$ cat src/rtl/onehot_bitmap_builder_pkg.sv
// Shared types and constants for the one-hot bitmap builder.
// FSM encoding and count-width helper.
package onehot_bitmap_builder_pkg;

    typedef enum logic {
        ACCUM = 1'b0,
        HOLD  = 1'b1
    } state_t;

    // Width needed to hold a count from 0 to w inclusive.
    function automatic int cnt_width(input int w);
        return $clog2(w + 1);
    endfunction

endpackage

$ cat src/rtl/onehot_bitmap_builder_if.sv
// Index-token input stream and bitmap output stream.
// master drives tokens / takes bitmaps, slave is the builder.
interface onehot_bitmap_builder_if #(
    parameter int W = 16
);
    import onehot_bitmap_builder_pkg::*;

    localparam int IDX_W = $clog2(W);
    localparam int CNT_W = cnt_width(W);

    logic             in_valid;
    logic             in_ready;
    logic [IDX_W-1:0] in_index;
    logic             in_last;
    logic             out_valid;
    logic             out_ready;
    logic [W-1:0]     out_bitmap;
    logic [CNT_W-1:0] out_count;
    logic             out_dup;
    logic             out_oob;

    modport master (
        output in_valid, in_index, in_last, out_ready,
        input  in_ready, out_valid, out_bitmap,
        input  out_count, out_dup, out_oob
    );

    modport slave (
        input  in_valid, in_index, in_last, out_ready,
        output in_ready, out_valid, out_bitmap,
        output out_count, out_dup, out_oob
    );

endinterface

$ cat src/rtl/onehot_bitmap_builder_decoder.sv
// Index to one-hot decoder, counterpart of the priority encoder.
// Indices >= W decode to all-zero with in_range low.
module onehot_decoder #(
    parameter int W = 16
) (
    input  logic [$clog2(W)-1:0] in_index,
    output logic [W-1:0]         onehot,
    output logic                 in_range
);

    assign in_range = (32'(in_index) < W);
    assign onehot   = in_range ? (W'(1) << in_index) : '0;

endmodule

$ cat src/rtl/onehot_bitmap_builder.sv
// Accumulates index tokens into a W-bit bitmap, one frame per in_last.
// Optional BITMAP_BUILDER_OVERLAP_EN: accept the next frame's first token during the output handshake.
module onehot_bitmap_builder
    import onehot_bitmap_builder_pkg::*;
#(
    parameter int W = 16
) (
    input logic clk,
    input logic rst,
    onehot_bitmap_builder_if.slave bus
);

    localparam int CNT_W = cnt_width(W);

    state_t           state;
    logic [W-1:0]     bitmap;
    logic [CNT_W-1:0] count;
    logic             dup;
    logic             oob;

    logic [W-1:0]     onehot;
    logic             in_range;
    logic             already;
    logic             accept;
    logic             release_out;

    onehot_decoder #(.W(W)) u_dec (
        .in_index (bus.in_index),
        .onehot   (onehot),
        .in_range (in_range)
    );

`ifdef BITMAP_BUILDER_OVERLAP_EN
    assign bus.in_ready = (state == ACCUM) | bus.out_ready;
`else
    assign bus.in_ready = (state == ACCUM);
`endif

    assign bus.out_valid  = (state == HOLD);
    assign bus.out_bitmap = bitmap;
    assign bus.out_count  = count;
    assign bus.out_dup    = dup;
    assign bus.out_oob    = oob;

    assign already     = |(bitmap & onehot);
    assign accept      = bus.in_valid & bus.in_ready;
    assign release_out = bus.out_valid & bus.out_ready;

    // Frame FSM plus bitmap, distinct count and sticky error flags.
    always_ff @(posedge clk) begin
        if (rst) begin
            state  <= ACCUM;
            bitmap <= '0;
            count  <= '0;
            dup    <= 1'b0;
            oob    <= 1'b0;
        end else begin
            case (state)
                ACCUM: begin
                    if (accept) begin
                        if (!in_range) begin
                            oob <= 1'b1;
                        end else if (already) begin
                            dup <= 1'b1;
                        end else begin
                            bitmap <= bitmap | onehot;
                            count  <= count + CNT_W'(1);
                        end
                        if (bus.in_last) begin
                            state <= HOLD;
                        end
                    end
                end
                HOLD: begin
                    if (release_out) begin
`ifdef BITMAP_BUILDER_OVERLAP_EN
                        if (accept) begin
                            bitmap <= onehot;
                            count  <= CNT_W'(in_range);
                            dup    <= 1'b0;
                            oob    <= ~in_range;
                            state  <= bus.in_last ? HOLD : ACCUM;
                        end else begin
                            bitmap <= '0;
                            count  <= '0;
                            dup    <= 1'b0;
                            oob    <= 1'b0;
                            state  <= ACCUM;
                        end
`else
                        bitmap <= '0;
                        count  <= '0;
                        dup    <= 1'b0;
                        oob    <= 1'b0;
                        state  <= ACCUM;
`endif
                    end
                end
                default: state <= ACCUM;
            endcase
        end
    end

endmodule

$ cat src/flat_wrapper.sv
// flat-port wrapper written by rule: the top's interface ports become plain ports
module onehot_bitmap_builder_flat import onehot_bitmap_builder_pkg::*;
#(
    parameter int W = 16
)
  (clk, rst, bus_in_valid, bus_in_index, bus_in_last, bus_out_ready, bus_in_ready, bus_out_valid, bus_out_bitmap, bus_out_count, bus_out_dup, bus_out_oob);
  onehot_bitmap_builder_if #(.W(W)) bus_i ();
  input logic clk;
  input logic rst;
  input wire logic [$bits(bus_i.in_valid)-1:0] bus_in_valid;
  input wire logic [$bits(bus_i.in_index)-1:0] bus_in_index;
  input wire logic [$bits(bus_i.in_last)-1:0] bus_in_last;
  input wire logic [$bits(bus_i.out_ready)-1:0] bus_out_ready;
  output wire logic [$bits(bus_i.in_ready)-1:0] bus_in_ready;
  output wire logic [$bits(bus_i.out_valid)-1:0] bus_out_valid;
  output wire logic [$bits(bus_i.out_bitmap)-1:0] bus_out_bitmap;
  output wire logic [$bits(bus_i.out_count)-1:0] bus_out_count;
  output wire logic [$bits(bus_i.out_dup)-1:0] bus_out_dup;
  output wire logic [$bits(bus_i.out_oob)-1:0] bus_out_oob;
  assign bus_i.in_valid = bus_in_valid;
  assign bus_i.in_index = bus_in_index;
  assign bus_i.in_last = bus_in_last;
  assign bus_i.out_ready = bus_out_ready;
  assign bus_in_ready = bus_i.in_ready;
  assign bus_out_valid = bus_i.out_valid;
  assign bus_out_bitmap = bus_i.out_bitmap;
  assign bus_out_count = bus_i.out_count;
  assign bus_out_dup = bus_i.out_dup;
  assign bus_out_oob = bus_i.out_oob;
  onehot_bitmap_builder #(.W(W)) u_core (.clk(clk), .rst(rst), .bus(bus_i));
endmodule
$ cat config.mk
export PLATFORM = sky130hd
export DESIGN_NAME = onehot_bitmap_builder_flat
export DESIGN_NICKNAME = d
export VERILOG_FILES = /design/src/rtl/onehot_bitmap_builder_pkg.sv /design/src/rtl/onehot_bitmap_builder_if.sv /design/src/rtl/onehot_bitmap_builder_decoder.sv /design/src/rtl/onehot_bitmap_builder.sv /design/src/flat_wrapper.sv
export SDC_FILE = /design/constraint.sdc
export NUM_CORES = 1
export LEC_CHECK = 0
export BUFFER_PORTS_ARGS = -buffer_cell sky130_fd_sc_hd__buf_4
export CAP_MARGIN = 10
export CORE_MARGIN = 5
export CORE_UTILIZATION = 53
export CTS_BUF_LIST = sky130_fd_sc_hd__clkbuf_4
export DETAILED_ROUTE_END_ITERATION = 12
export PLACE_DENSITY_LB_ADDON = 0.1
export SKIP_LAST_GASP = 1
export SYNTH_ARGS = -nofsm -noshare
export SYNTH_HDL_FRONTEND = slang
export SYNTH_SLANG_ARGS = --single-unit
$ cat constraint.sdc
create_clock -name clk -period 1.8 [get_ports clk]
set_input_delay 0.09 -clock clk [delete_from_list [all_inputs] [get_ports clk]]
set_output_delay 0.09 -clock clk [all_outputs]
set_load 0.05 [all_outputs]
==> run summary, run 1 <==
Across the run, the number of max-cap violations was 0. The worst setup margin is 0.0523 ns. The critical path data required time is 2.01 ns. STA classifies the critical path endpoint as a flop. The initial utilization of the core area, before any placement, comes to 55.9%. The number of DRC markers after the initial detailed-route iteration came out at 73. Relative to the synthesized area, the layout overhead comes to 25.9%.

The number of setup buffers added after CTS is 0. The die covers 3420 µm². The later pin in the worst-skew pair is clocked with a latency of 0.31 ns. The total via count in the routed design is 1302.

The power per cell area came out at 636 nW/µm². In this run the vertical extent of the chip is 58.5 µm. The post-layout minimum cycle time is 1.75 ns.

The top cell types in the final layout, fill and taps aside, are sky130_fd_sc_hd__buf_4, sky130_fd_sc_hd__nand2_1, sky130_fd_sc_hd__nand3_1. The first global-routing pass estimated 5.22 mm of wire. The clock network burns 26.1% of the power. Across the routed clock network, the largest skew measured is 0.00238 ns.

The number of iterations in the first detailed-routing pass is 5. The via count of the first global-routing pass is 1181. The TritonCTS buffer count came out at 3. The maximum number of buffers from clock root to sink came out at 2. The antenna cell count came out at 0.

The initial antenna violation count is 0. The vias per cell came out at 5.84. The pin count of the biggest net entering global routing is 24.

The number of cells in the design after placement came out at 217. The proportion of synthesized flip-flops having asynchronous set or reset came out at 0%. The worst setup path is of the reg -> reg kind. The worst-case IR drop observed on VDD is 0.501 mV. The library cell used most frequently in the layout, excluding fill and tap cells, is sky130_fd_sc_hd__buf_4. The leakage power summed over all cells is 0.612 nW. Synthesis handed over a netlist of 166 instances. In this run the remaining antenna-violating nets after routing total 0. The floorplan row count is 17. Global routing used 19.1% of the available tracks across all layers. The number of hold violations in the final report came out at 0. The share of total power consumed by net switching is 30.7%. The number of cells in the finished layout apart from fillers is 223. The smallest hold slack is 0.0813 ns. The total count of max-transition violations in the final report came out at 0. Traced cell by cell, the critical path runs through mux4_2, a311oi_4, buf_4, a21o_1, a31oi_1.

The number of I/O port buffers came out at 32. Wires add up to 3.23 mm. The tree is rooted in a sky130_fd_sc_hd__clkbuf_4. The number of warnings issued by yosys is 0. TritonCTS built the clock tree. The maximum clock frequency came out at 0.572 GHz. The cell internal power dissipation is 692 µW. The peak per-stage delay on the critical path is 0.50 ns. Global routing finished with a remaining overflow of 0. The number of buffers and inverters on the critical path is 1. The slowest library cell on the worst path is sky130_fd_sc_hd__mux4_2. The post-synth net total came out at 176. The pin slew with the least headroom to its limit is 0.590 ns. The clock transition at the register clock pins on the worst setup and hold paths after CTS is 0.13 ns.

The number of top-level pins came out at 34. For this run, design rule violations remaining after detail routing come to 0. The sequential cell area came out at 465 µm².

The area of the mapped netlist came out at 1250 µm². The worst setup timing slack at the placement stage is 0.0892 ns. Combinational cells account for 20.5% of the total power.

Summed over all nets, the switching power comes to 307 µW. Grouping stages by cell kind, the critical path spends the most delay in compound AO/OA/AOI/OAI gates. The classification of the worst-slack hold path is in -> reg. The number of nets in the final layout came out at 206. The biggest fanout along the worst timing path came out at 9.

The total power consumption of the routed design is 999 µW. In this run, synthesis produced a sequential element count of 23. The share of the Yosys chip area taken by registers is 36.9%. The worst setup path is launched from a flop.

The synthesized design contains 0 enable-type register cells. Data on the critical path arrives at its endpoint at 1.96 ns. The ratio of cells with drive above 1 in the final layout came out at 25.6%. After detailed routing, the average wire length per cell comes to 14.5 µm. The total core area came out at 2230 µm². The final core utilization is 70.3%. The synthesized netlist contains 32 unique library cells. The share of total power dissipated in sequential elements is 53.4%.

The placer's final routability congestion estimate came out at 0.832. The die is 58.5 µm wide. The count of filler cells inserted in the layout is 204. The clock drives 23 sinks. The run finished with clean final reports. Among all flip-flop cells after synthesis, the most frequent one is sky130_fd_sc_hd__dfxtp_1.

The detailed-placement wirelength estimate came out at 2.23 mm. The combined area of the multi-input logic cells is 722 µm². The part of the cycle the worst path needs is 97.1%.

The number of H-tree branching levels is 1. Setup violations remaining at the end of the flow were counted as 0. A synthesized cell averages 7.51 µm². The worst slew slack as a fraction of its limit is 60.6%.

Setup repair after global routing could not meet its margin everywhere.
[power by group through the flow]
stage / Combinational, mW / Sequential (mW) / Clock, mW
3_5_place_dp: 0.199 / 0.544 / 0
5_1_grt: 0.219 / 0.536 / 0.299
6_report: 0.205 / 0.533 / 0.261
3_3_place_gp: 0.196 / 0.543 / 0
2_1_floorplan: 0.0961 / 0.587 / 0
4_1_cts: 0.201 / 0.533 / 0.267
[routing by layer]
| layer | vias up | wire length, µm | global-route usage, % |
|---|---|---|---|
| li1 | 641 | - | - |
| met1 | 590 | 1390 | 24.9 |
| met2 | 63 | 1470 | 31.4 |
| met3 | 8 | 294 | 2.63 |
| met4 | 0 | 64 | 7.95 |
| met5 | - | 0 | 0 |
[metrics by stage]
stage	TNS (ns)	area [µm²]
2_1_floorplan	0	1250
3_3_place_gp	0	1500
3_5_place_dp	0	1500
4_1_cts	0	1540
5_1_grt	-0.0811	1570
6_report	0	1570
[cell type report]
| class | instances | share of cell area [%] |
|---|---|---|
| multi-input combinational | 126 | 46.0 |
| sequential | 23 | 29.6 |
| timing repair buffer | 40 | 19.8 |
| tap | 28 | 2.23 |
| clock buffer | 4 | 1.91 |
| inverter | 2 | 0.478 |
[state kept, by name, summed over array words and instances (netlist names)]
register	cells
u_core.bus.out_bitmap	16
u_core.bus.out_count	5
u_core.bus.out_dup	1
u_core.bus.out_valid	1
[worst min-delay path, cell delays in order]
cell                        delay, ns
sky130_fd_sc_hd__buf_4           0.09
sky130_fd_sc_hd__a2bb2oi_1       0.14
sky130_fd_sc_hd__nor2_1          0.04
[path summary, 6_finish.rpt]
kind	to	cells past startpoint	start	slack, ns
min reg2reg	u_core.bus.out_dup	2	u_core.bus.out_dup	0.46
min	u_core.bus.out_valid	3	bus_out_ready	0.08
max reg2reg	u_core.bus.out_count[2]	5	u_core.bus.out_bitmap[14]	0.05
max	u_core.bus.out_count[2]	5	u_core.bus.out_bitmap[14]	0.05
[kinds of logic (layout without fill, tap and decap cells)]
| family | count (synthesis) | after routing | synth area share, % |
|---|---|---|---|
| AO/OA/AOI/OAI | 34 | 34 | 16.9 |
| adder cells (fa/ha/maj) | 1 | 1 | 1.00 |
| flip-flops | 23 | 23 | 36.9 |
| AND/OR/NAND/NOR | 86 | 86 | 34.5 |
| multiplexers | 4 | 4 | 4.21 |
| buffers and inverters | 17 | 46 | 6.12 |
| other | 1 | 1 | 0.301 |
[what timing repair did]
item / 4_1_cts / 5_1_grt
gates resized for setup: 0 / 5
endpoints found under the setup margin: 0 / 10
endpoints found under the hold margin: 1 / 0
hold buffers: 1 / 0
[synthesized netlist by cell type, types with 2 or more instances]
library cell / number / area share, %
sky130_fd_sc_hd__nand3_1: 22 / 8.8
sky130_fd_sc_hd__and4b_1: 2 / 1.6
sky130_fd_sc_hd__buf_2: 7 / 2.8
sky130_fd_sc_hd__nor3_1: 5 / 2.0
sky130_fd_sc_hd__nor4bb_1: 2 / 1.6
sky130_fd_sc_hd__inv_1: 2 / 0.60
sky130_fd_sc_hd__nand4_1: 2 / 1.0
sky130_fd_sc_hd__a31oi_1: 3 / 1.5
sky130_fd_sc_hd__nor2_1: 15 / 4.5
sky130_fd_sc_hd__a21oi_1: 19 / 7.6
sky130_fd_sc_hd__nand2b_1: 3 / 1.5
sky130_fd_sc_hd__mux2i_1: 3 / 2.4
sky130_fd_sc_hd__nand4b_1: 3 / 2.1
sky130_fd_sc_hd__clkbuf_1: 7 / 2.1
sky130_fd_sc_hd__a21o_1: 6 / 3.6
sky130_fd_sc_hd__nand2_1: 27 / 8.1
sky130_fd_sc_hd__dfxtp_1: 23 / 37
Power figures use the tool's default switching activity.
==> run 2: changes to the inputs <==
--- a/config.mk
+++ b/config.mk
@@ -7,7 +7,7 @@
 export LEC_CHECK = 0
 export BUFFER_PORTS_ARGS = -buffer_cell sky130_fd_sc_hd__buf_4
 export CAP_MARGIN = 10
-export CORE_MARGIN = 5
+export CORE_MARGIN = 2
 export CORE_UTILIZATION = 53
 export CTS_BUF_LIST = sky130_fd_sc_hd__clkbuf_4
 export DETAILED_ROUTE_END_ITERATION = 12
==> run 2 against run 1 <==
Against the previous run:
- die area down 19%
- sequential share of layout area up 0.33 points
- via count decreased by 1.3%
- critical endpoint unchanged
- largest cell class unchanged
==> run summary, run 2 (synthesis results as in run 1) <==
The final instance area is 1550 µm². The cell family contributing the most delay on the critical path is compound AO/OA/AOI/OAI gates. For this run, the slowest stage of the critical path takes 0.47 ns. Data on the critical path arrives at its endpoint at 1.99 ns. The die height is 52.5 µm. The clock tree skew after final layout is 0.00779 ns.

The post-layout minimum cycle time came out at 1.73 ns. The clock transition at the register clock pins on the worst setup and hold paths after CTS came out at 0.13 ns. The setup path with the least slack is of type reg -> reg. In the layout the commonest cells are sky130_fd_sc_hd__buf_4, sky130_fd_sc_hd__nand2_1, sky130_fd_sc_hd__nand3_1. After global routing the overflow that remains totals 0. Setup repair after global routing left no endpoint under its margin. The detailed-placement wirelength estimate came out at 2.14 mm. The setup TNS after final layout came out at 0 ns. The smallest hold slack is 0.0638 ns.

The nature of the critical path startpoint is a flop. The maximum number of buffers from clock root to sink is 2. The run finished with clean final reports. The aggregate global-route resource usage is 22.8%. The biggest fanout along the worst timing path came out at 14. The CTS sink count came out at 23.

The pin slew with the least headroom to its limit came out at 0.504 ns. The DRC violation count after routing came out at 0. CTS built an H-tree with a depth of 1. The post-detailed-route count of antenna-violating nets is 0. The clock tree from TritonCTS is done.

Entering global routing, the biggest net connects 24 pins. Dividing the final minimum period by the clock period gives 96.2%. Relative to the synthesized area, the layout overhead comes to 24.5%. After detailed routing, the average wire length per cell comes to 13.4 µm. Walking the worst path, the cells encountered are mux4_2, a311oi_2, buf_6, nand4b_1, a31oi_1.

The tree is rooted in a sky130_fd_sc_hd__clkbuf_4. The vias per cell came out at 5.76. The total count of max-transition violations in the final report came out at 0. For this design the static power due to leakage is 0.607 nW. The via count of the first global-routing pass is 1070. Leaving out fill and tap cells, the most frequent cell in the layout is sky130_fd_sc_hd__buf_4. Static timing analysis puts the maximum clock frequency at 0.577 GHz. The nature of the critical path endpoint is a flop. The area of the die came out at 2760 µm².

The power per cell area is 634 nW/µm². Headroom to the max-slew limit came out at 66.3%. The detailed router placed 1285 vias in this run. The floorplan row count is 17. The tightest min-delay check is of the in -> reg type. The total buffers and inverters traversed by the critical path is 1. The placer's final routability congestion estimate came out at 0.856. The post-detailed-routing wire length is 2.99 mm. The number of DRC markers after the initial detailed-route iteration came out at 34.

The total core area is 2210 µm². The first detailed-routing pass ran for 4 iterations. The global-route wire length before repair came out at 4.63 mm. The number of hold violations in the final report was 0. The flip-flop count of the largest register after layout is 16.

The critical path data required time is 2.06 ns. The number of max-cap violations is 0. The standard cell area after detailed placement is 1510 µm². The clock latency on the worst-skew pair is 0.32 ns. The die outline width is 52.5 µm. The initial antenna violation count came out at 0. At the end of the flow, the number of nets in the layout was 206. The starting density of the core came out at 56.4%. The ratio of cells with drive above 1 in the final layout came out at 25.6%. The slowest library cell on the worst path is sky130_fd_sc_hd__mux4_2. The number of I/O port buffers came out at 32. Setup violations remaining at the end of the flow were counted as 0. The number of top-level pins is 34. The maximum resistive drop on vdd came out at 0.492 mV. The TritonCTS buffer count is 3. 0 antenna diodes ended up in the layout.

The count of filler cells inserted in the layout is 206.
-- run 2: metal layers --
layer,up-vias,wire length (µm),track usage (%)
li1,640,-,-
met1,604,1360,29.0
met2,36,1440,38.8
met3,5,147,2.57
met4,0,46,9.40
met5,-,0,0
-- run 2: final cells by class --
type	instances	area, µm²	share of cell area (%)
clock buffers	3	22.5	1.45
clock inverters	1	5.00	0.322
inverters	2	7.51	0.483
multi-input cells	126	711	45.8
flip-flops and latches	23	465	30.0
well taps	28	35.0	2.26
repair buffers	40	307	19.7
-- run 2: worst paths after layout --
path,to,cells after the start,startpoint,slack (ns)
setup / recovery,u_core.bus.out_count[2],5,u_core.bus.out_bitmap[14],0.07
hold / removal,u_core.bus.out_valid,3,bus_out_ready,0.06
setup reg to reg,u_core.bus.out_count[2],5,u_core.bus.out_bitmap[14],0.07
hold reg to reg,u_core.bus.out_dup,2,u_core.bus.out_dup,0.47
-- run 2: per-stage QoR --
stage	utilization, %	instances	setup WS, ns	power, mW
global placement	68.3	218	0.124	0.739
global route	70.2	223	0.0108	1.02
detailed placement	68.3	218	0.0768	0.743
CTS	70.0	223	0.0518	0.990
finish	70.2	223	0.0683	0.985
floorplan	-	166	0.00745	0.683
-- run 2: power breakdown --
part	total (mW)	switching (mW)	internal, mW	leakage [nW]
sequential	0.533	0.0110	0.522	0.188
clock	0.250	0.166	0.0834	0.0177
combinational	0.202	0.134	0.0678	0.401
total	0.985	0.312	0.673	0.607
-- run 2: worst reg2reg max path, stage by stage (launching register included) --
cell and delay, ns:
sky130_fd_sc_hd__dfxtp_2 0.35, sky130_fd_sc_hd__mux4_2 0.48, sky130_fd_sc_hd__a311oi_2 0.37, sky130_fd_sc_hd__buf_6 0.21
sky130_fd_sc_hd__nand4b_1 0.10, sky130_fd_sc_hd__a31oi_1 0.17
-- run 2: timing repair --
item | CTS | global route
setup endpoints to repair | 0 | 2
hold buffers | 1 | 0
buffers inserted | 0 | 0
gates resized for setup | 0 | 1
hold endpoints to repair | 1 | 0
==> run 3: changes to the inputs <==
--- a/config.mk
+++ b/config.mk
@@ -5,14 +5,16 @@
 export SDC_FILE = /design/constraint.sdc
 export NUM_CORES = 1
 export LEC_CHECK = 0
-export BUFFER_PORTS_ARGS = -buffer_cell sky130_fd_sc_hd__buf_4
+export ABC_AREA = 1
 export CAP_MARGIN = 10
 export CORE_MARGIN = 2
-export CORE_UTILIZATION = 53
+export CORE_UTILIZATION = 64
 export CTS_BUF_LIST = sky130_fd_sc_hd__clkbuf_4
 export DETAILED_ROUTE_END_ITERATION = 12
+export DONT_BUFFER_PORTS = 1
 export PLACE_DENSITY_LB_ADDON = 0.1
 export SKIP_LAST_GASP = 1
 export SYNTH_ARGS = -nofsm -noshare
 export SYNTH_HDL_FRONTEND = slang
+export SYNTH_HIERARCHICAL = 1
 export SYNTH_SLANG_ARGS = --single-unit
==> run 3 against run 2 <==
Against the previous run:
- global-route usage is 6.0 points higher
- via count is 2.1% lower
- power down 7.6%
- cell count grew 2.7%
- clock-buffer cell count unchanged
- flip-flop and latch count rose by 1
- non-clock buffer count decreased by 12
- clock skew grew 0.0048 ns
- fmax grew 24%
- critical path type unchanged
==> run summary, run 3 <==
The starting density of the core came out at 69.4%. The die height is 47.7 µm. Global routing used 28.7% of the available tracks. The portion of netlist area occupied by mux cells came out at 0%. The part of the cycle the worst path needs is 77.4%. The post-detailed-route count of antenna-violating nets is 0. The number of nets in the final layout is 215. The slowest stage of the critical path is the sky130_fd_sc_hd__dfxtp_1 cell.

The standard cell area after detailed placement came out at 1380 µm². The clock latency on the worst-skew pair came out at 0.31 ns. The count of mapped cells out of synthesis came out at 180. The buffer type at the clock tree root is sky130_fd_sc_hd__clkbuf_4.

The CTS sink count is 24. Setup repair after global routing left no endpoint under its margin. Sequential cells account for 60.5% of the total power. The ratio of cells with drive above 1 in the final layout came out at 16.2%.

The critical path goes through nand2_1, nand2_1, nor2_1, nand2_1, nor2_4, nand2_4, nand2_1, nand2_1, nor2_1. The post-synthesis share of cell area spent on xor and xnor gates came out at 2.15%. The number of library cell types mapped by synthesis came out at 20.

The die outline width came out at 47.7 µm. The compound-cell area share of the yosys netlist came out at 16.9%. Timing would allow up to 0.718 GHz. The global-route wire length before repair is 4.58 mm. The share of synthesized area in the top cell type comes to 39.3%. The count of filler cells inserted in the layout is 136.

The post-layout minimum cycle time came out at 1.39 ns. In this run the number of H-tree levels came out at 1. The number of top-level pins is 34. The leading cell type in the layout, fill and taps excluded is sky130_fd_sc_hd__nand2_1. The global route total overflow came out at 0. The internal power of the cells totals 655 µW. The share of synthesized cell area in and, or, nand and nor gates came out at 33.3%. The biggest fanout along the worst timing path came out at 22. The post-synthesis to final-layout area growth came out at 17.6%. After routing the design area is 1440 µm².

The clock tree skew after final layout came out at 0.0126 ns. The tightest min-delay check is of the in -> reg type. The run finished with clean final reports. The average wire length per cell after detail routing came out at 12.8 µm. The total count of max-transition violations in the final report is 0.

Headroom to the max-slew limit came out at 60.8%. The number of hold violations in the final report came out at 0. The post-synthesis share of cell area spent on full adders, half adders and majority gates came out at 1.02%. Final hold analysis gives a worst-case slack of 0.0306 ns. Once detailed placement completed, the half-perimeter wirelength came to 2.11 mm.

The area of the die is 2280 µm². For this design the total switching power over the nets is 255 µW. At the placement stage, the worst setup path has a slack of 0.440 ns. Per report_power, the combinational group accounts for 13.8% of the total. The largest family of logic cells by synthesized area is simple AND/OR/NAND/NOR gates. The register with the most flip-flops in the layout has 16 of them. The TritonCTS buffer count came out at 3. The nature of the critical path startpoint is a flop. The vias per cell is 5.49. TritonCTS built the clock tree.

Across all layers, the routed design uses 1258 vias. The leakage power summed over all cells is 0.618 nW. The post-detailed-routing wire length came out at 2.94 mm. The peak per-stage delay on the critical path came out at 0.34 ns. The number of iterations in the first detailed-routing pass is 4. The mean instance size in the synthesized netlist came out at 6.80 µm². Data arrives at the worst endpoint at 1.64 ns. The final setup violation count is 0. The pin slew with the least headroom to its limit came out at 0.587 ns. The most prevalent standard cell on the critical path is sky130_fd_sc_hd__nand2_1. The core region is 1760 µm². For this block, the initial DRC count from the detailed router was 72. The synthesized design spends more area on one cell type than any other, namely sky130_fd_sc_hd__dfxtp_1. In the post-synthesis netlist, the biggest area contributors are sky130_fd_sc_hd__dfxtp_1, sky130_fd_sc_hd__nand2_1, sky130_fd_sc_hd__a21oi_1. The proportion of synthesized flip-flops having asynchronous set or reset is 0%. For this run, the register share of the synthesized area comes to 39.3%.

In this run the post-CTS setup repair buffer count came out at 0. The classification of the worst setup path is reg -> reg. sky130_fd_sc_hd__nand2_1 is the most common cell in the netlist. The post-synth net total is 190. The share of total power consumed by net switching came out at 28.0%.

Counting along the longest clock path gives a buffer depth of 2. Post-CTS repair changed the size of 0 cells. In the routed design, unresolved DRC markers number 0.

The flip-flop and latch count after synthesis is 24. For this run, the number of Yosys warnings is 6. Entering global routing, the biggest net connects 25 pins.

Max-cap violations in this run came to 0. The initial antenna violation count is 0. The setup TNS after final layout is 0 ns. Routability-driven placement finished with a final weighted congestion of 0.881. The synthesized design contains 0 enable-type register cells.

Leaving out fill and tap cells, the most frequent cells in the layout are sky130_fd_sc_hd__nand2_1, sky130_fd_sc_hd__buf_4, sky130_fd_sc_hd__nor2_1, sky130_fd_sc_hd__dfxtp_1, sky130_fd_sc_hd__a21oi_1. Power spread over the standard cell area amounts to 633 nW/µm². Ranked by instance count, the synthesized netlist is headed by sky130_fd_sc_hd__nand2_1, sky130_fd_sc_hd__dfxtp_1, sky130_fd_sc_hd__nor2_1, sky130_fd_sc_hd__a21oi_1, sky130_fd_sc_hd__nand3_1. The area of the mapped netlist came out at 1220 µm². After clock tree synthesis, the clock-pin slew on the worst setup and hold paths is 0.13 ns. During placement, the flow inserted port buffers numbering 0. The nature of the critical path endpoint is a flop. The via count of the first global-routing pass came out at 1139. The antenna cell count came out at 0. The worst setup margin came out at 0.408 ns. The total power consumption of the routed design is 910 µW.

The most used flip-flop cell after synthesis is sky130_fd_sc_hd__dfxtp_1. The maximum resistive drop on vdd is 0.586 mV. The critical path data required time came out at 2.04 ns. The floorplan row count is 15. The relative contribution of the clock network to total power came out at 25.7%.
[run 3: cell count changes after synthesis, sizes merged, moves of 4 or more]
cell and delta:
clkbuf -4, inv +5, nand2 +24, nor2 +11
o21ai +15, nor3 -5, a21o -6
[run 3: worst max-delay path, delay by kind of cell, from the launching register on]
family	cells	cell delay, ns
DFF	1	0.34
and+or+nand+nor	9	0.98
[run 3: power by group through the flow]
stage | logic (mW) | registers [mW] | clock network [mW]
after global routing | 0.135 | 0.552 | 0.263
after detailed placement | 0.116 | 0.563 | 0
after floorplan | 0.0759 | 0.588 | 0
after CTS | 0.123 | 0.551 | 0.238
after global placement | 0.114 | 0.563 | 0
final | 0.125 | 0.551 | 0.234
[run 3: cell families (layout without fill, tap and decap cells)]
kind of cell | count (synthesis) | after routing
AND/OR/NAND/NOR | 97 | 97
flip-flops | 24 | 24
buffers and inverters | 15 | 39
XOR/XNOR | 3 | 3
AO/OA/AOI/OAI | 39 | 39
adder cells (fa/ha/maj) | 1 | 1
other | 1 | 1
[run 3: path summary, 6_finish.rpt]
check | from | endpoint | slack, ns | cells after the start
max | u_core/bus.out_bitmap[8] | u_core/bus.out_count[0] | 0.41 | 9
min | bus_in_index[3] | u_core/bus.out_bitmap[3] | 0.03 | 3
max reg2reg | u_core/bus.out_bitmap[8] | u_core/bus.out_count[0] | 0.41 | 9
min reg2reg | u_core/bus.out_count[1] | u_core/bus.out_count[1] | 0.56 | 2
[run 3: repair_timing]
action | CTS | global route
endpoints found under the hold margin | 6 | 0
setup endpoints to repair | 0 | 0
hold buffers | 3 | 0
[run 3: area by class of cell]
class | count | area [µm²] | share of cell area [%]
multi-input combinational | 141 | 657 | 45.7
sequential | 24 | 480 | 33.4
inverter | 7 | 26.3 | 1.83
tap | 25 | 31.3 | 2.17
clock buffer | 3 | 22.5 | 1.57
clock inverter | 1 | 3.75 | 0.261
timing repair buffer | 28 | 218 | 15.1
[run 3: stage by stage]
stage,util (%),std cells
after floorplan,-,180
after global placement,78.4,222
after detailed placement,78.4,222
after CTS,81.6,229
after global routing,81.6,229
final,81.6,229
[run 3: metal layers]
layer | wire length [µm] | GRT usage, % | vias up
met5 | 0 | 0 | -
met1 | 1320 | 37.9 | 559
li1 | - | - | 635
met2 | 1340 | 47.5 | 62
met4 | 14 | 8.65 | 0
met3 | 261 | 5.66 | 2
